### src/rtl/mdc_stream_sequencer_pkg.sv
// Shared types for the MDC stream sequencer: FSM states, counter and per-channel flag types.
package mdc_seq_package;

    localparam int unsigned DEF_N_IN   = 3;
    localparam int unsigned DEF_N_OUT  = 1;
    localparam int unsigned DEF_CNT_W  = 32;
    localparam int unsigned DEF_ITER_W = 16;

    typedef enum logic [1:0] {
        IDLE   = 2'd0,
        ISSUE  = 2'd1,
        WORK   = 2'd2,
        FINISH = 2'd3
    } seq_state_e;

    typedef logic [DEF_CNT_W-1:0]  cnt_t;
    typedef logic [DEF_ITER_W-1:0] iter_t;
    typedef logic [DEF_N_IN-1:0]   src_flags_t;
    typedef logic [DEF_N_OUT-1:0]  sink_flags_t;

endpackage

### src/rtl/mdc_stream_sequencer_if.sv
// Streamer/engine-side handshake bundle; master = sequencer, slave = streamers and engine monitor.
interface mdc_stream_sequencer_if
    import mdc_seq_package::*;
#(
    parameter int unsigned N_IN  = DEF_N_IN,
    parameter int unsigned N_OUT = DEF_N_OUT
) ();

    logic [N_IN-1:0]  src_req;
    logic [N_IN-1:0]  src_ready;
    logic [N_IN-1:0]  src_done;
    logic [N_OUT-1:0] sink_req;
    logic [N_OUT-1:0] sink_ready;
    logic [N_OUT-1:0] out_valid;
    logic [N_OUT-1:0] out_ready;

    modport master (
        output src_req, sink_req,
        input  src_ready, src_done, sink_ready, out_valid, out_ready
    );

    modport slave (
        input  src_req, sink_req,
        output src_ready, src_done, sink_ready, out_valid, out_ready
    );

endinterface

### src/rtl/mdc_stream_sequencer_beat_counter.sv
// Saturating per-sink beat counter with completion and overflow flags.
module mdc_beat_counter
    import mdc_seq_package::*;
#(
    parameter int unsigned CNT_W = DEF_CNT_W
) (
    input  logic             clk_i,
    input  logic             rst_i,
    input  logic             clear_i,
    input  logic             count_i,
    input  logic [CNT_W-1:0] limit_i,
    output logic             complete_o,
    output logic             overflow_o
);

    logic [CNT_W-1:0] cnt_q;
    logic [CNT_W-1:0] cnt_d;
    logic [CNT_W-1:0] cnt_adv;
    logic             at_limit;

    assign at_limit = (cnt_q == limit_i);
    assign cnt_adv  = (count_i && !at_limit) ? cnt_q + CNT_W'(1) : cnt_q;

    // Completion looks at the post-beat value so a final beat and the last
    // source done in the same cycle finish the iteration together.
    assign complete_o = (cnt_adv == limit_i);
    assign overflow_o = count_i && at_limit;

    always_comb begin
        cnt_d = clear_i ? '0 : cnt_adv;
    end

    always_ff @(posedge clk_i or posedge rst_i) begin
        if (rst_i) begin
            cnt_q <= '0;
        end else begin
            cnt_q <= cnt_d;
        end
    end

endmodule

### src/rtl/mdc_stream_sequencer.sv
// Job sequencer: issues streamer requests, tracks per-channel completion over
// multiple iterations and raises one done pulse per job.
//
//  state  | meaning
//  IDLE   | waiting for start_i
//  ISSUE  | requests held until each channel accepts
//  WORK   | engine enabled, counting sink beats and source dones
//  FINISH | done_o pulse, back to IDLE next cycle
module mdc_stream_sequencer
    import mdc_seq_package::*;
#(
    parameter int unsigned N_IN   = DEF_N_IN,
    parameter int unsigned N_OUT  = DEF_N_OUT,
    parameter int unsigned CNT_W  = DEF_CNT_W,
    parameter int unsigned ITER_W = DEF_ITER_W
) (
    input  logic                   clk_i,
    input  logic                   rst_i,
    input  logic                   clear_i,
    input  logic                   start_i,
    input  logic [ITER_W-1:0]      nb_iter_i,
    input  logic [N_OUT*CNT_W-1:0] cnt_limit_i,
    mdc_stream_sequencer_if.master strm,
    output logic                   engine_clear_o,
    output logic                   engine_en_o,
    output logic                   busy_o,
    output logic                   done_o,
    output logic                   err_o,
    output logic [ITER_W-1:0]      iter_o
);

    localparam int unsigned IW1 = ITER_W + 1;

    seq_state_e               state_q, state_d;
    logic [N_IN-1:0]          src_req_q, src_req_d;
    logic [N_IN-1:0]          src_iss_q, src_iss_d;
    logic [N_IN-1:0]          src_done_q, src_done_d;
    logic [N_OUT-1:0]         sink_req_q, sink_req_d;
    logic [N_OUT-1:0]         sink_iss_q, sink_iss_d;
    logic [ITER_W-1:0]        nb_iter_q, nb_iter_d;
    logic [N_OUT*CNT_W-1:0]   limit_q, limit_d;
    logic [ITER_W-1:0]        iter_q, iter_d;
    logic                     eng_clr_q, eng_clr_d;
    logic                     eng_en_q, eng_en_d;
    logic                     done_q, done_d;
    logic                     err_q, err_d;
    logic                     busy_q, busy_d;

    logic [N_OUT-1:0]         beat;
    logic [N_OUT-1:0]         cnt_en;
    logic [N_OUT-1:0]         sink_cmp;
    logic [N_OUT-1:0]         sink_ovf;
    logic                     cnt_clr;
    logic                     launch;
    logic                     src_all_done;
    logic [IW1-1:0]           iter_max;
    logic [IW1-1:0]           iter_nxt;

    assign beat   = strm.out_valid & strm.out_ready;
    assign cnt_en = (state_q == WORK) ? beat : '0;

    for (genvar k = 0; k < N_OUT; k++) begin : g_sink
        mdc_beat_counter #(.CNT_W(CNT_W)) u_cnt (
            .clk_i      (clk_i),
            .rst_i      (rst_i),
            .clear_i    (cnt_clr),
            .count_i    (cnt_en[k]),
            .limit_i    (limit_q[k*CNT_W +: CNT_W]),
            .complete_o (sink_cmp[k]),
            .overflow_o (sink_ovf[k])
        );
    end

    always_comb begin
        state_d    = state_q;
        src_req_d  = src_req_q;
        src_iss_d  = src_iss_q;
        src_done_d = src_done_q;
        sink_req_d = sink_req_q;
        sink_iss_d = sink_iss_q;
        nb_iter_d  = nb_iter_q;
        limit_d    = limit_q;
        iter_d     = iter_q;
        eng_clr_d  = 1'b0;
        eng_en_d   = eng_en_q;
        done_d     = 1'b0;
        err_d      = err_q;
        busy_d     = busy_q;
        cnt_clr    = 1'b0;
        launch     = 1'b0;

        // A programmed count of 0 still runs one iteration.
        iter_max     = (nb_iter_q == '0) ? IW1'(1) : {1'b0, nb_iter_q};
        iter_nxt     = {1'b0, iter_q} + IW1'(1);
        src_all_done = &(src_done_q | strm.src_done);

        case (state_q)
            IDLE: begin
                if (start_i) begin
                    state_d   = ISSUE;
                    nb_iter_d = nb_iter_i;
                    limit_d   = cnt_limit_i;
                    iter_d    = '0;
                    err_d     = 1'b0;
                    busy_d    = 1'b1;
                    launch    = 1'b1;
                end
            end
            ISSUE: begin
                src_done_d = src_done_q | strm.src_done;
                src_iss_d  = src_iss_q | (src_req_q & strm.src_ready);
                sink_iss_d = sink_iss_q | (sink_req_q & strm.sink_ready);
                src_req_d  = src_req_q & ~strm.src_ready;
                sink_req_d = sink_req_q & ~strm.sink_ready;
                if ((&src_iss_d) && (&sink_iss_d)) begin
                    state_d  = WORK;
                    eng_en_d = 1'b1;
                end
            end
            WORK: begin
                src_done_d = src_done_q | strm.src_done;
                if (|sink_ovf) begin
                    err_d = 1'b1;
                end
                if (src_all_done && (&sink_cmp)) begin
                    eng_en_d = 1'b0;
                    if (iter_nxt < iter_max) begin
                        state_d = ISSUE;
                        iter_d  = iter_nxt[ITER_W-1:0];
                        launch  = 1'b1;
                    end else begin
                        state_d = FINISH;
                        done_d  = 1'b1;
                    end
                end
            end
            FINISH: begin
                state_d = IDLE;
                busy_d  = 1'b0;
            end
            default: begin
                state_d = IDLE;
            end
        endcase

        if (launch) begin
            src_req_d  = '1;
            sink_req_d = '1;
            src_iss_d  = '0;
            sink_iss_d = '0;
            src_done_d = '0;
            eng_clr_d  = 1'b1;
            cnt_clr    = 1'b1;
        end

        if (clear_i) begin
            state_d    = IDLE;
            src_req_d  = '0;
            src_iss_d  = '0;
            src_done_d = '0;
            sink_req_d = '0;
            sink_iss_d = '0;
            nb_iter_d  = '0;
            limit_d    = '0;
            iter_d     = '0;
            eng_clr_d  = 1'b0;
            eng_en_d   = 1'b0;
            done_d     = 1'b0;
            err_d      = 1'b0;
            busy_d     = 1'b0;
            cnt_clr    = 1'b1;
        end
    end

    always_ff @(posedge clk_i or posedge rst_i) begin
        if (rst_i) begin
            state_q    <= IDLE;
            src_req_q  <= '0;
            src_iss_q  <= '0;
            src_done_q <= '0;
            sink_req_q <= '0;
            sink_iss_q <= '0;
            nb_iter_q  <= '0;
            limit_q    <= '0;
            iter_q     <= '0;
            eng_clr_q  <= 1'b0;
            eng_en_q   <= 1'b0;
            done_q     <= 1'b0;
            err_q      <= 1'b0;
            busy_q     <= 1'b0;
        end else begin
            state_q    <= state_d;
            src_req_q  <= src_req_d;
            src_iss_q  <= src_iss_d;
            src_done_q <= src_done_d;
            sink_req_q <= sink_req_d;
            sink_iss_q <= sink_iss_d;
            nb_iter_q  <= nb_iter_d;
            limit_q    <= limit_d;
            iter_q     <= iter_d;
            eng_clr_q  <= eng_clr_d;
            eng_en_q   <= eng_en_d;
            done_q     <= done_d;
            err_q      <= err_d;
            busy_q     <= busy_d;
        end
    end

    assign strm.src_req   = src_req_q;
    assign strm.sink_req  = sink_req_q;
    assign engine_clear_o = eng_clr_q;
    assign engine_en_o    = eng_en_q;
    assign busy_o         = busy_q;
    assign done_o         = done_q;
    assign err_o          = err_q;
    assign iter_o         = iter_q;

endmodule

### src/flat_wrapper.sv
// flat-port wrapper written by rule: the top's interface ports become plain ports
module mdc_stream_sequencer_flat import mdc_seq_package::*;
#(
    parameter int unsigned N_IN   = DEF_N_IN,
    parameter int unsigned N_OUT  = DEF_N_OUT,
    parameter int unsigned CNT_W  = DEF_CNT_W,
    parameter int unsigned ITER_W = DEF_ITER_W
)
  (clk_i, rst_i, clear_i, start_i, nb_iter_i, cnt_limit_i, engine_clear_o, engine_en_o, busy_o, done_o, err_o, iter_o, strm_src_req, strm_sink_req, strm_src_ready, strm_src_done, strm_sink_ready, strm_out_valid, strm_out_ready);
  mdc_stream_sequencer_if #(.N_IN(N_IN), .N_OUT(N_OUT)) strm_i ();
  input  logic clk_i;
  input  logic rst_i;
  input  logic clear_i;
  input  logic start_i;
  input  logic [ITER_W-1:0] nb_iter_i;
  input  logic [N_OUT*CNT_W-1:0] cnt_limit_i;
  output logic engine_clear_o;
  output logic engine_en_o;
  output logic busy_o;
  output logic done_o;
  output logic err_o;
  output logic [ITER_W-1:0] iter_o;
  output wire logic [$bits(strm_i.src_req)-1:0] strm_src_req;
  output wire logic [$bits(strm_i.sink_req)-1:0] strm_sink_req;
  input wire logic [$bits(strm_i.src_ready)-1:0] strm_src_ready;
  input wire logic [$bits(strm_i.src_done)-1:0] strm_src_done;
  input wire logic [$bits(strm_i.sink_ready)-1:0] strm_sink_ready;
  input wire logic [$bits(strm_i.out_valid)-1:0] strm_out_valid;
  input wire logic [$bits(strm_i.out_ready)-1:0] strm_out_ready;
  assign strm_src_req = strm_i.src_req;
  assign strm_sink_req = strm_i.sink_req;
  assign strm_i.src_ready = strm_src_ready;
  assign strm_i.src_done = strm_src_done;
  assign strm_i.sink_ready = strm_sink_ready;
  assign strm_i.out_valid = strm_out_valid;
  assign strm_i.out_ready = strm_out_ready;
  mdc_stream_sequencer #(.N_IN(N_IN), .N_OUT(N_OUT), .CNT_W(CNT_W), .ITER_W(ITER_W)) u_core (.clk_i(clk_i), .rst_i(rst_i), .clear_i(clear_i), .start_i(start_i), .nb_iter_i(nb_iter_i), .cnt_limit_i(cnt_limit_i), .strm(strm_i), .engine_clear_o(engine_clear_o), .engine_en_o(engine_en_o), .busy_o(busy_o), .done_o(done_o), .err_o(err_o), .iter_o(iter_o));
endmodule
### config.mk
export PLATFORM = sky130hd
export DESIGN_NAME = mdc_stream_sequencer_flat
export DESIGN_NICKNAME = d
export VERILOG_FILES = /design/src/rtl/mdc_stream_sequencer_pkg.sv /design/src/rtl/mdc_stream_sequencer_if.sv /design/src/rtl/mdc_stream_sequencer_beat_counter.sv /design/src/rtl/mdc_stream_sequencer.sv /design/src/flat_wrapper.sv
export SDC_FILE = /design/constraint.sdc
export NUM_CORES = 1
export LEC_CHECK = 0
export ABC_AREA = 1
export CAP_MARGIN = 20
export CORE_MARGIN = 2
export CORE_UTILIZATION = 51
export DETAILED_ROUTE_END_ITERATION = 8
export PLACE_DENSITY = 0.81
export SYNTH_ARGS = -nofsm -noshare
export SYNTH_HDL_FRONTEND = slang
export SYNTH_SLANG_ARGS = --single-unit
export TNS_END_PERCENT = 50
### constraint.sdc
create_clock -name clk_i -period 3.6 [get_ports clk_i]
set_input_delay 0.72 -clock clk_i [delete_from_list [all_inputs] [get_ports clk_i]]
set_output_delay 0.72 -clock clk_i [all_outputs]
set_load 0.05 [all_outputs]
### Yosys cells after proc, flatten, opt, wreduce, memory -nomap -nowiden

Cells that the tools add are included.

* bits in registers: 114
* output and inout port bits: 25
* input bits: 61
* word-level logic and storage cells: 119

* add/subtract/negate cells: 2
* equal/unequal tests: 10
* mux-type cells: 58
* magnitude comparators: 1
* reductions and logical operators: 23
* bitwise gates (word level): 10

Operators with widths (count)
* 2-to-1 mux 32 bit: 5
* 2-to-1 mux 16 bit: 8
* == test 32 bit: 2
* adder 32 x 1 -> 32 bit, second input constant: 1
* one-hot mux 16 bit (2 select lines): 1
* 2-to-1 mux 3 bit: 9
* 2-to-1 mux 1 bit: 25
* adder 16 x 1 -> 17 bit, second input constant: 1
* < comparator 17 bit: 1
* zero test 16 bit: 1
* AND reduction 3 bit: 5
* nonzero test 3 bit: 5
* != test 3 bit, second input constant: 4
* 2-to-1 mux 2 bit: 5
* one-hot mux 1 bit (2 select lines): 4
* one-hot mux 2 bit (4 select lines): 1
* AND 3 bit: 2
* bitwise OR 3 bit: 2
* == test 2 bit, second input constant: 2
* logical AND 1 bit: 4
* AND reduction 2 bit: 2
* AND reduction 4 bit: 1
* nonzero test 2 bit: 2
* AND 1 bit: 3
* 8 further kinds: 8

### Longest topological paths before layout

Gate-level depths: netlist of the first run.

* depth in word-level cells: 11
* gate-level depth with buffers: 28
* depth with buffers taken out: 26

### Hierarchy

A second synthesis of the first run with hierarchy kept.

* cell total of the unflattened synthesis: 1101
* area, all modules: 7586.0 um2

By module, submodules not included
* mdc_stream_sequencer: sequential area each 2052.0 um2, cells each 539, instances 1, area each 4388.0 um2
* mdc_beat_counter: sequential area each 800.8 um2, cells each 562, instances 1, area each 3198.1 um2

### Worst setup path after synthesis of the first run

No wires, ideal clock.

* path kind: register to register
* from: register u_core.iter_q[0], in the netlist u_core.iter_o[0]
* to: register u_core.g_sink[0].u_cnt.cnt_q[29]
* slack: -354 ps
* data arrival time: 3837 ps
* required time: 3484 ps
* clock period less this slack: 3954 ps
* cell stages (with the launch flop): 29
* library setup time: 116 ps
* buffers on the path: 2
* path through: dfrtp_1 -> inv_1 -> nor3_1 -> nand3_1 -> nor2_1 -> inv_1 -> nor2_1 -> nand2_1 -> inv_1 -> nand2_1 -> nor3_1 -> nand3_1 -> xor2_1 -> inv_1 -> ha_1 -> inv_1 -> nor2_1 -> nand3_1 -> nor2_1 -> nor2_1 -> nand2_1 -> a31oi_1 -> nand4_4 -> nand2_2 -> inv_2 -> nand2_2 -> buf_8 -> buf_8 -> nor2_1

* word-level cells in the longest chain between the ends: 8

Ends and longest elaborated chain
* start: declaration: RTL line mdc_stream_sequencer.sv:42 `logic [ITER_W-1:0] iter_q, iter_d;`
* start signal: assignment: RTL line mdc_stream_sequencer.sv:200 `iter_q <= iter_d;`
* adder 16 x 1 -> 17 bit: RTL line mdc_stream_sequencer.sv:94 `iter_nxt = {1'b0, iter_q} + IW1'(1);`
* < comparator 17 bit: RTL line mdc_stream_sequencer.sv:127 `if (iter_nxt < iter_max) begin`
* 2-to-1 mux 1 bit: RTL line mdc_stream_sequencer.sv:127
* 2-to-1 mux 1 bit: RTL line mdc_stream_sequencer.sv:125 `if (src_all_done && (&sink_cmp)) begin`
* one-hot mux 1 bit (2 select lines): RTL line mdc_stream_sequencer.sv:97 `case (state_q)`
* 2-to-1 mux 1 bit: RTL line mdc_stream_sequencer.sv:146 `if (launch) begin`
* 2-to-1 mux 1 bit: RTL line mdc_stream_sequencer.sv:156 `if (clear_i) begin`
* 2-to-1 mux 32 bit: RTL line mdc_stream_sequencer_beat_counter.sv:30 `cnt_d = clear_i ? '0 : cnt_adv;`
* named net u_core.g_sink[0].u_cnt.cnt_d[29]: RTL line mdc_stream_sequencer_beat_counter.sv:17 `logic [CNT_W-1:0] cnt_d;`
* end signal: assignment: RTL line mdc_stream_sequencer_beat_counter.sv:37 `cnt_q <= cnt_d;`
* end: declaration: RTL line mdc_stream_sequencer_beat_counter.sv:16 `logic [CNT_W-1:0] cnt_q;`

The timed path passes the listed nets, and every way through them passes these cells.
A chain may end at the register's enable or synchronous reset.

### Final worst setup path of the first run

* from: register u_core.iter_q[1], in the netlist u_core.iter_o[1]
* to: register u_core.iter_q[1], in the netlist u_core.iter_o[1]

* word-level cells in the longest chain between the ends: 5
* elaborated cells on any way between the ends: 8
* classes of those cells: 1 x add/sub; 1 x order compare; 1 x eq/ne; 4 x mux; 1 x reduce/logical

Ends and longest elaborated chain (RTL line)
* adder 16 x 1 -> 17 bit (*): mdc_stream_sequencer.sv:94
* parallel branches: the longest is 4 deep, another holds < comparator 17 bit

Mark *: on every way between the ends. The select of a mux whose other input is x is not followed.

==> results of run 1 <==
==> per-stage QoR <==
step,setup TNS (ns),std cells,hold slack [ns],util [%],total power [mW]
after floorplan,0,1021,0.463,-,2.60
after global placement,-0.354,1280,0.483,61.1,3.08
after detailed placement,-2.60,1280,0.487,61.1,3.11
after CTS,-0.00531,1317,0.505,66.2,4.85
after global routing,-20.83,1331,0.531,68.2,5.26
final,-9.65,1331,0.502,68.2,5.02
==> worst paths after layout <==
check | start | endpoint | cells after the start
worst max-delay path | u_core.iter_o[1]$_DFFE_PP0P_ | u_core.iter_o[1]$_DFFE_PP0P_ | 24
worst min-delay path | u_core.busy_o$_DFFE_PP0P_ | u_core.busy_o$_DFFE_PP0P_ | 2
worst max register to register | u_core.iter_o[1]$_DFFE_PP0P_ | u_core.iter_o[1]$_DFFE_PP0P_ | 24
worst min register to register | u_core.busy_o$_DFFE_PP0P_ | u_core.busy_o$_DFFE_PP0P_ | 2
max in group asynchronous | rst_i | u_core.limit_q[28]$_DFFE_PP0P_ | 3
min in group asynchronous | rst_i | u_core.limit_q[3]$_DFFE_PP0P_ | 3
==> metal layers <==
| metal | vias up | share of wire, % | global-route usage [%] |
|---|---|---|---|
| met2 | 303 | 49 | 47.5 |
| met5 | - | 0 | 0 |
| li1 | 3486 | - | - |
| met4 | 0 | 3.1 | 10.2 |
| met3 | 63 | 7.1 | 6.83 |
| met1 | 3434 | 41 | 35.0 |
==> Yosys cell counts, drive strengths merged (3+ instances only) <==
master  count  area (um^2)
inv       141          529
xnor2      19          166
o21ai      71          359
buf        15          100
nand3     104          526
dfrtp     114         2850
nand4      20          140
ha         21          263
xor2       31          272
nand3b      7         52.6
nand2     270         1030
clkbuf     16         60.1
nor3       28          151
nor4        4         25.0
a31o        3         26.3
a21oi      16         80.1
nor2      126          526
==> layout make-up <==
| class | instances | area, um^2 | share of cell area [%] |
|---|---|---|---|
| tap | 180 | 225 | 2.38 |
| multi-input combinational | 734 | 3920 | 41.4 |
| clock buffer | 20 | 457 | 4.82 |
| sequential | 114 | 2860 | 30.2 |
| clock inverter | 12 | 131 | 1.39 |
| timing repair buffer | 129 | 1340 | 14.2 |
| inverter | 142 | 539 | 5.69 |
==> power by group <==
part / internal [mW] / total, mW / switching, mW / leakage, nW
clock network: 1.05 / 1.68 / 0.629 / 0.278
logic: 0.667 / 1.76 / 1.10 / 2.63
registers: 1.44 / 1.58 / 0.143 / 1.56
total: 3.16 / 5.02 / 1.87 / 4.46
==> worst register-to-register path: cells and delay by family (launching register included) <==
family	cells	cell delay, ns
buf+inv	6	0.75
flops	1	0.39
simple gates	12	1.55
fa+ha+maj	2	0.45
compound gates	4	0.60
==> logic make-up (layout without fill, tap and decap cells) <==
| kind of cell | Yosys count | in the layout | synth area share [%] |
|---|---|---|---|
| AND/OR/NAND/NOR | 563 | 563 | 34.1 |
| buffers and inverters | 173 | 303 | 9.54 |
| adder cells (fa/ha/maj) | 21 | 21 | 3.62 |
| flip-flops | 114 | 114 | 39.3 |
| AO/OA/AOI/OAI | 100 | 100 | 7.42 |
| XOR/XNOR | 50 | 50 | 6.03 |
==> flip-flops by register name, summed over array words and instances, names as in the netlist <==
| register | count |
|---|---|
| u_core.err_o | 1 |
| u_core.limit_q | 32 |
| u_core.src_done_q | 3 |
| u_core.engine_en_o | 1 |
| u_core.state_q | 2 |
| u_core.busy_o | 1 |
| u_core.done_o | 1 |
| u_core.strm.sink_req | 1 |
| u_core.src_iss_q | 3 |
| u_core.g_sink.u_cnt.cnt_q | 32 |
| u_core.nb_iter_q | 16 |
| u_core.strm.src_req | 3 |
| u_core.engine_clear_o | 1 |
| u_core.iter_o | 16 |
| u_core.sink_iss_q | 1 |
==> repair_timing <==
item                       in CTS  in global routing
gates cloned                    1                  4
setup endpoints to repair      60                 62
setup buffers                   4                 10
hold endpoints to repair        0                  0
gates resized for setup        17                 39
pin swaps                       5                 15
==> flow_summary.json, run 1 <==
{
  "outcome": "finished with violations",
  "violations": "negative setup slack",
  "min_period_over_period_pct": 107,
  "fp.dieW_um": 123,
  "cts_root_buffer": "clkbuf_16",
  "drv_cap": 0,
  "critPathCaptureType": "register",
  "ys_seq_elements": 114,
  "cts_tree": "done",
  "port_buffers": 85,
  "leakagePower_nw": 4.46,
  "synthCells": 1021,
  "drv_slew": 0,
  "worst_ep_arrival_time_ns": 4.17,
  "cts_made_buffers": 17,
  "preCtsSetupSlack_ns": -0.0851,
  "drt-initial-drc-count": 538,
  "antenna_cells": 0,
  "start_util_pct": 52.3,
  "grt_start_max_net_pins": 78,
  "tightest_slew_ns": 0.594,
  "nFillCells": 1108,
  "holdBufCountCts": 0,
  "final_nets": 1220,
  "path_buf_inv": 6,
  "yosysSeqAreaShare_pct": 39.3,
  "rsz0062_at_grt": "true",
  "final_antenna_net_count": 0,
  "die_height_um": 123,
  "power_density_mw_per_mm2": 531,
  "peakVddDrop_mv": 0.570,
  "crit_fanout": 8,
  "placed_area_mm2": 0.00848,
  "synth_edf_count": 0,
  "row_count": 43,
  "gp_congestion": 0.962,
  "cts.path.max_buffers": 2,
  "clock.fmax_mhz": 260,
  "drive_gt1_share_pct": 13.1,
  "synth_cell_type_count": 41,
  "area_growth_pct": 30.4,
  "via_count": 7286,
  "syn_area_mm2": 0.00726,
  "yosysWarningCount": 0,
  "fin_crit_ns": 3.84,
  "clock_latency_ns": 0.43,
  "syn_nets": 1103,
  "die_area_mm2": 0.0152,
  "gr-total-overflow": 0,
  "synthArstFlopShare_pct": 100,
  "synth_ff_type": "dfrtp_1",
  "cp.required_ns": 3.93,
  "setup_ws_ns": -0.240,
  "cts.sinks": 114,
  "start_kind": "register",
  "clock_skew_ns": 0.00614,
  "drc": 0,
  "cpMaxStageDelayCell": "dfrtp_2",
  "vias_per_cell": 5.47,
  "grt_pass1_wl_mm": 32.9,
  "drtPass1Iterations": 7,
  "design_area_mm2": 0.00947,
  "relSlewSlack_pct": 60.1,
  "grt_pass1_vias": 6920,
  "cp_top_family": "simple AND/OR/NAND/NOR gates",
  "hold_viol": 0,
  "core_area_mm2": 0.0139,
  "holdCritPathClass": "reg2reg",
  "grt_use_total_pct": 28.1,
  "path_cells": "ha_2, nand3_2, nor3_4, inv_1, nor3_2, inv_1, nor3_2, inv_1, nand2_2, inv_1, ha_4, nand2_2, nor2_1, a211oi_2, nor2_1, nor2_1, nand2_2, a31oi_4, buf_6, nand4_1, o21ai_4, clkbuf_16, nand2_1, o21ai_0",
  "critPathKind": "reg2reg",
  "layout_commonest_cell": "nand2_1",
  "antenna_found_initial": 0,
  "ios": 86,
  "routed_wl_mm": 21.6,
  "setup_viol": 60,
  "max_stage_delay_ns": 0.39,
  "crit_top_cell": "inv_1",
  "syn_area_per_cell_um2": 7.12,
  "h-tree-depth": 4,
  "dp_hpwl_mm": 14.4,
  "path_clk_slew_ns": 0.06,
  "rrSetupSlack_ns": -0.24,
  "wl_per_cell_um": 16.3,
  "final_cell_mix": "nand2_1 (260), inv_1 (128), dfrtp_1 (111)"
}
Note: power is estimated with default switching activity, not from simulation.
==> run 2: changes to the inputs <==
--- a/config.mk
+++ b/config.mk
@@ -11,6 +11,7 @@
 export CORE_UTILIZATION = 51
 export DETAILED_ROUTE_END_ITERATION = 8
 export PLACE_DENSITY = 0.81
+export RECOVER_POWER = 100
 export SYNTH_ARGS = -nofsm -noshare
 export SYNTH_HDL_FRONTEND = slang
 export SYNTH_SLANG_ARGS = --single-unit
==> run 2 against run 1 <==
  * The run ends with max-capacitance violations, max-slew violations, negative setup slack left
  * Critical endpoint unchanged
  * Sequential share of layout area up 0.068 points
  * Critical path type unchanged
  * Setup slack worse by 0.034 ns
  * Routed wire length up 0.35%
==> flow_summary.json, run 2 (synthesis gave the netlist of run 1 again) <==
{
  "outcome": "finished with violations",
  "violations": "max-capacitance violations, max-slew violations, negative setup slack",
  "area_growth_pct": 30.1,
  "drv_cap": 2,
  "rrSetupSlack_ns": -0.27,
  "holdCritPathClass": "reg2reg",
  "wl_per_cell_um": 16.3,
  "r2r-end": "u_core.iter_o[1]$_DFFE_PP0P_",
  "tightest_slew_ns": 2.08,
  "hold_viol": 0,
  "fp.dieW_um": 123,
  "multi_input_comb_area_mm2": 0.00392,
  "drc": 0,
  "rsz0062_at_grt": "true",
  "top_regs": "u_core.g_sink.u_cnt.cnt_q: 32 flops, u_core.limit_q: 32 flops",
  "p_int_mw": 3.15,
  "clock_skew_ns": 0.00692,
  "min_period_over_period_pct": 108,
  "stdcell_count": 1331,
  "p_sw_share_pct": 37.2,
  "core_area_mm2": 0.0139,
  "final_antenna_net_count": 0,
  "setup_ws_ns": -0.274,
  "cpMaxStageDelayCell": "dfrtp_1",
  "dp.cells": 1280,
  "r2r_start": "u_core.iter_o[6]$_DFFE_PP0P_",
  "rr_worst_depth": 23,
  "setup_viol": 60,
  "p_comb_share_pct": 35.0,
  "h-tree-depth": 4,
  "clock_power_share_pct": 33.4,
  "routed_wl_mm": 21.7,
  "drv_slew": 116,
  "worst_ep_arrival_time_ns": 4.21,
  "regArea_mm2": 0.00286,
  "antenna_found_initial": 0,
  "drt-initial-drc-count": 572,
  "port_buffers": 85,
  "crit_top_cell": "inv_1",
  "max_stage_delay_ns": 0.43,
  "power_density_mw_per_mm2": 531,
  "row_count": 43,
  "cts_root_buffer": "clkbuf_16",
  "antenna_cells": 0,
  "gr-total-overflow": 0,
  "final_nets": 1220,
  "p_sw_mw": 1.87,
  "dp_hpwl_mm": 14.4,
  "hold_end": "u_core.busy_o$_DFFE_PP0P_",
  "crit_fanout": 8,
  "layout_commonest_cell": "nand2_1",
  "hold_start": "u_core.busy_o$_DFFE_PP0P_",
  "fin_tns_setup_ns": -10.39,
  "die_area_mm2": 0.0152,
  "holdBufCountCts": 0,
  "drive_gt1_share_pct": 13.0,
  "vias_per_cell": 5.52,
  "gp_congestion": 0.962,
  "start_kind": "register",
  "clock.fmax_mhz": 258,
  "seq_power_share_pct": 31.5,
  "power_mw": 5.02,
  "cp.required_ns": 3.93,
  "grt_use_total_pct": 28.1,
  "ios": 86,
  "holdPathStages": 2,
  "grt_pass1_vias": 6920,
  "leakagePower_nw": 4.46,
  "nFillCells": 1110,
  "clock_latency_ns": 0.43,
  "via_count": 7342,
  "path_cells": "inv_1, nor3_1, inv_1, nor3_2, inv_1, nor3_2, inv_1, nand2_2, inv_1, ha_4, nand2_2, nor2_1, a211oi_2, nor2_1, nor2_1, nand2_2, a31oi_4, buf_6, nand4_1, o21ai_4, clkbuf_16, nand2_1, o21ai_0",
  "cts_made_buffers": 17,
  "start_util_pct": 52.3,
  "fin_hold_ws_ns": 0.503,
  "critPathKind": "reg2reg",
  "fin_crit_ns": 3.87,
  "cts_tree": "done",
  "grt_pass1_wl_mm": 32.9,
  "cts.path.max_buffers": 2,
  "path_clk_slew_ns": 0.05,
  "drtPass1Iterations": 6,
  "grt_start_max_net_pins": 78,
  "die_height_um": 123,
  "relSlewSlack_pct": -38.7,
  "final_core_utilization_pct": 68.1,
  "final_cell_mix": "nand2_1 (260), inv_1 (128), dfrtp_1 (111)",
  "peakVddDrop_mv": 0.568,
  "critPathCaptureType": "register",
  "cts.sinks": 114
}
[run 2: cell types whose count changed in the layout (fill, tap and decap cells not counted)]
cell	before	now
buf_12	6	5
buf_4	30	28
clkbuf_1	1	2
clkbuf_2	0	2
clkdlybuf4s50_1	85	81
dlygate4sd3_1	0	4
[run 2: cell type report]
type | instances | share of cell area, %
Multi-Input combinational cell | 734 | 41.5
Sequential cell | 114 | 30.2
Timing Repair Buffer | 129 | 14.0
Inverter | 142 | 5.71
Clock buffer | 20 | 4.83
Tap cell | 180 | 2.38
Clock inverter | 12 | 1.39
[run 2: per-layer routing]
layer / track usage (%) / part of all wire (%) / vias up
met4: 10.2 / 3.2 / 0
met5: 0 / 0 / -
met1: 35.0 / 41 / 3451
met2: 47.5 / 48 / 332
met3: 6.83 / 7.4 / 62
li1: - / - / 3497
[run 2: power by group through the flow]
stage	clock (mW)	sequential (mW)	combinational [mW]
floorplan	0	1.67	0.932
global placement	0	1.59	1.49
detailed placement	0	1.59	1.52
CTS	1.69	1.57	1.59
global route	1.75	1.60	1.92
finish	1.68	1.58	1.76
[run 2: worst max-delay path, delay by kind of cell, from the launching register on]
family	cells	cell delay, ns
and+or+nand+nor	11	1.53
buffers and inverters	7	0.95
AOI/OAI and AO/OA	4	0.61
DFF	1	0.43
adders and majority gates	1	0.24
[run 2: per-stage QoR]
| stage | worst slack, ns | instance area [um^2] |
|---|---|---|
| final | -0.274 | 9450 |
| after detailed placement | -0.0851 | 8480 |
| after global placement | -0.0254 | 8480 |
| after global routing | -0.434 | 9450 |
| after CTS | -0.00417 | 9190 |
| after floorplan | 0.000255 | 7300 |
[run 2: worst max path at each step]
stage | end | slack [ns] | startpoint
after detailed placement | u_core.g_sink[0].u_cnt.cnt_q[16]$_DFF_PP0_ | -0.09 | u_core.iter_o[1]$_DFFE_PP0P_
after floorplan | u_core.g_sink[0].u_cnt.cnt_q[29]$_DFF_PP0_ | 0.0003 | u_core.iter_o[2]$_DFFE_PP0P_
final | u_core.iter_o[1]$_DFFE_PP0P_ | -0.27 | u_core.iter_o[6]$_DFFE_PP0P_
after CTS | u_core.iter_o[12]$_DFFE_PP0P_ | -0.004 | u_core.iter_o[0]$_DFFE_PP0P_
after global routing | u_core.iter_o[1]$_DFFE_PP0P_ | -0.43 | u_core.iter_o[1]$_DFFE_PP0P_
after global placement | u_core.g_sink[0].u_cnt.cnt_q[9]$_DFF_PP0_ | -0.03 | u_core.iter_o[1]$_DFFE_PP0P_
[run 2: what timing repair did]
| action | 4_1_cts | 5_1_grt |
|---|---|---|
| setup endpoints to repair | 60 | 62 |
| gates cloned | 1 | 4 |
| setup buffers | 4 | 10 |
| pin swaps | 5 | 15 |
| resized for setup | 17 | 39 |
==> run 3: changes to the inputs <==
--- a/config.mk
+++ b/config.mk
@@ -8,11 +8,12 @@
 export ABC_AREA = 1
 export CAP_MARGIN = 20
 export CORE_MARGIN = 2
-export CORE_UTILIZATION = 51
+export CORE_UTILIZATION = 52
 export DETAILED_ROUTE_END_ITERATION = 8
-export PLACE_DENSITY = 0.81
+export PLACE_DENSITY = 0.82
 export RECOVER_POWER = 100
 export SYNTH_ARGS = -nofsm -noshare
 export SYNTH_HDL_FRONTEND = slang
+export SYNTH_HIERARCHICAL = 1
 export SYNTH_SLANG_ARGS = --single-unit
 export TNS_END_PERCENT = 50
==> run 3 against run 2 <==
  * The run ends with max-capacitance violations, max-slew violations left
  * Worst hold slack worse by 0.0044 ns
  * Design area hardly changed
  * Non-clock buffer count is 2 higher
  * Sequential cell count stayed put
  * Critical path type is now in2reg
  * Largest cell class unchanged
  * Largest power group is now registers
==> flow_summary.json, run 3 <==
{
  "outcome": "finished with violations",
  "violations": "max-capacitance violations, max-slew violations",
  "path_buf_inv": 4,
  "antenna_found_initial": 0,
  "synthCells": 1101,
  "drt-initial-drc-count": 468,
  "critPathCaptureType": "register",
  "power_density_mw_per_mm2": 488,
  "top_regs": "u_core/g_sink.u_cnt/cnt_q: 32 flops, u_core/limit_q: 32 flops",
  "grt_use_total_pct": 27.1,
  "multi_input_comb_area_mm2": 0.00402,
  "regArea_mm2": 0.00285,
  "core_area_mm2": 0.0144,
  "path_clk_slew_ns": 0.05,
  "syn_area_mm2": 0.00759,
  "final_antenna_net_count": 0,
  "worst_ep_arrival_time_ns": 3.70,
  "row_count": 44,
  "worst-path-stages": 25,
  "crit_fanout": 5,
  "final_cell_mix": "nand2_1 (369), inv_1 (138), nand3_1 (116)",
  "ios": 86,
  "cp_top_family": "simple AND/OR/NAND/NOR gates",
  "holdCritPathClass": "reg2reg",
  "final_nets": 1303,
  "yosysWarningCount": 6,
  "setup_viol": 0,
  "peakVddDrop_mv": 0.404,
  "vias_per_cell": 5.27,
  "fp.dieW_um": 125,
  "clock.fmax_mhz": 295,
  "dp_hpwl_mm": 14.8,
  "die_height_um": 125,
  "layout_commonest_cell": "nand2_1",
  "gr-total-overflow": 0,
  "synth_ff_type": "dfrtp_1",
  "leakagePower_nw": 4.84,
  "relSlewSlack_pct": -34.4,
  "crit_top_cell": "nand2_1",
  "start_kind": "primary input",
  "gp_congestion": 0.955,
  "wl_per_cell_um": 14.2,
  "clock_latency_ns": 0.42,
  "synth_edf_count": 0,
  "yosysTopAreaCellShare_pct": 37.6,
  "syn_area_per_cell_um2": 6.89,
  "hold_viol": 0,
  "clock_skew_ns": 0.00526,
  "drive_gt1_share_pct": 10.1,
  "max_stage_delay_ns": 0.45,
  "cts.sinks": 114,
  "tightest_slew_ns": 2.02,
  "drv_cap": 1,
  "start_util_pct": 52.8,
  "via_count": 7470,
  "routed_wl_mm": 20.2,
  "port_buffers": 85,
  "antenna_cells": 0,
  "holdBufCountCts": 0,
  "final_core_utilization_pct": 65.7,
  "rsz0062_at_grt": "false",
  "fin_hold_ws_ns": 0.499,
  "ys_top_cells_by_count": "nand2_1 (368), inv_1 (140), nand3_1 (116)",
  "ys_seq_elements": 114,
  "area_growth_pct": 24.5,
  "cts_tree": "done",
  "grt_start_max_net_pins": 83,
  "drtPass1Iterations": 5,
  "syn_nets": 1184,
  "min_period_over_period_pct": 94.2,
  "cts_made_buffers": 17,
  "synthArstFlopShare_pct": 100,
  "cp.required_ns": 3.91,
  "drc": 0,
  "cts.path.max_buffers": 2,
  "critPathKind": "in2reg",
  "grt_pass1_wl_mm": 34.0,
  "nFillCells": 1170,
  "rr_worst_depth": 26,
  "synth_area_leaders": "dfrtp_1 (38%), nand2_1 (18%), nand3_1 (7.7%)",
  "yosys.area.top_type": "dfrtp_1",
  "synth_cell_type_count": 37,
  "holdPathStages": 2,
  "cts_root_buffer": "clkbuf_16",
  "fin_crit_ns": 3.39,
  "drv_slew": 83,
  "cpMaxStageDelayCell": "clkdlybuf4s50_1",
  "grt_pass1_vias": 7192,
  "yosysSeqAreaShare_pct": 37.6,
  "synth.most_common_cell": "nand2_1",
  "h-tree-depth": 4,
  "die_area_mm2": 0.0156
}
-- run 3: cell types whose count changed after synthesis, sizes merged, moves of 5 or more --
| cell | delta |
|---|---|
| nand2 | +112 |
| nor2 | -10 |
| o21a | +5 |
| a21oi | +10 |
| o21ai | -34 |
| inv | +5 |
| nand3 | +15 |
| xnor2 | -7 |
| nand4 | -10 |
-- run 3: path summary, 6_finish.rpt --
| check | start | to | slack [ns] |
|---|---|---|---|
| min reg2reg | u_core/limit_q[23]$_DFFE_PP0P_ | u_core/limit_q[23]$_DFFE_PP0P_ | 0.50 |
| max | strm_out_valid | u_core/strm.sink_req$_DFFE_PP0P_ | 0.21 |
| min | u_core/limit_q[23]$_DFFE_PP0P_ | u_core/limit_q[23]$_DFFE_PP0P_ | 0.50 |
| min in group asynchronous | rst_i | u_core/g_sink[0].u_cnt/cnt_q[4]$_DFF_PP0_ | 0.90 |
| max reg2reg | u_core/state_q[0]$_DFFE_PP0P_ | u_core/strm.sink_req$_DFFE_PP0P_ | 0.23 |
| max in group asynchronous | rst_i | u_core/state_q[0]$_DFFE_PP0P_ | 0.73 |
-- run 3: cells by family after synthesis --
family          Yosys count  synth area share [%]
compound gates           75                  6.14
xor+xnor                 43                  4.96
fa+ha+maj                22                  3.63
buf+inv                 178                  9.48
flops                   114                  37.6
simple gates            669                  38.2
-- run 3: where the power goes --
part	internal, mW	switching, mW
Sequential	1.43	0.128
Clock	0.955	0.587
Combinational	0.522	0.980
Total	2.91	1.69
-- run 3: layer usage --
layer	track usage [%]	share of wire (%)	vias up
met5	0	0	-
met4	10.4	2.7	0
met3	5.11	6.8	40
met2	46.1	49	300
met1	34.4	42	3435
li1	-	-	3695
-- run 3: timing repair --
item                                    CTS  global route
buffers inserted                          0             1
gates resized for setup                   0            12
endpoints found under the setup margin    0            63
-- run 3: final cells by class --
class / count / share of cell area [%]
multi-input combinational: 809 / 42.6
tap: 184 / 2.44
inverter: 147 / 5.86
sequential: 114 / 30.2
clock inverter: 11 / 0.941
timing repair buffer: 131 / 13.2
clock buffer: 21 / 4.77
-- run 3: worst register-to-register path, cell delays in order, from the launching register on --
cell and delay (ns):
dfrtp_2 0.43, inv_2 0.11, ha_4 0.17, inv_1 0.11, nor2_2 0.15, inv_1 0.09
nor2_2 0.15, nand3_2 0.10, nor2_2 0.12, nand2_1 0.13, nor2_1 0.19, nand3b_1 0.10
nand2_1 0.07, nand2_1 0.05, nor2_1 0.08, nand2_1 0.07, nor2_1 0.09, nand2_1 0.07
nor2_2 0.15, nand2_1 0.09, nor2_1 0.12, nand3_2 0.12, nand2_4 0.13, buf_4 0.15
inv_2 0.06, nand3_1 0.09, nand2_1 0.06
-- run 3: stage by stage --
stage,setup slack (ns),cells,setup TNS (ns),cell area [um^2],power [mW]
after floorplan,0.290,1101,0,7590,2.58
after global placement,-0.127,1384,-3.08,8930,3.04
after detailed placement,-0.157,1384,-4.37,8930,3.07
after CTS,0.0710,1416,0,9470,4.63
after global routing,0.00448,1417,0,9450,4.88
final,0.209,1417,0,9450,4.61
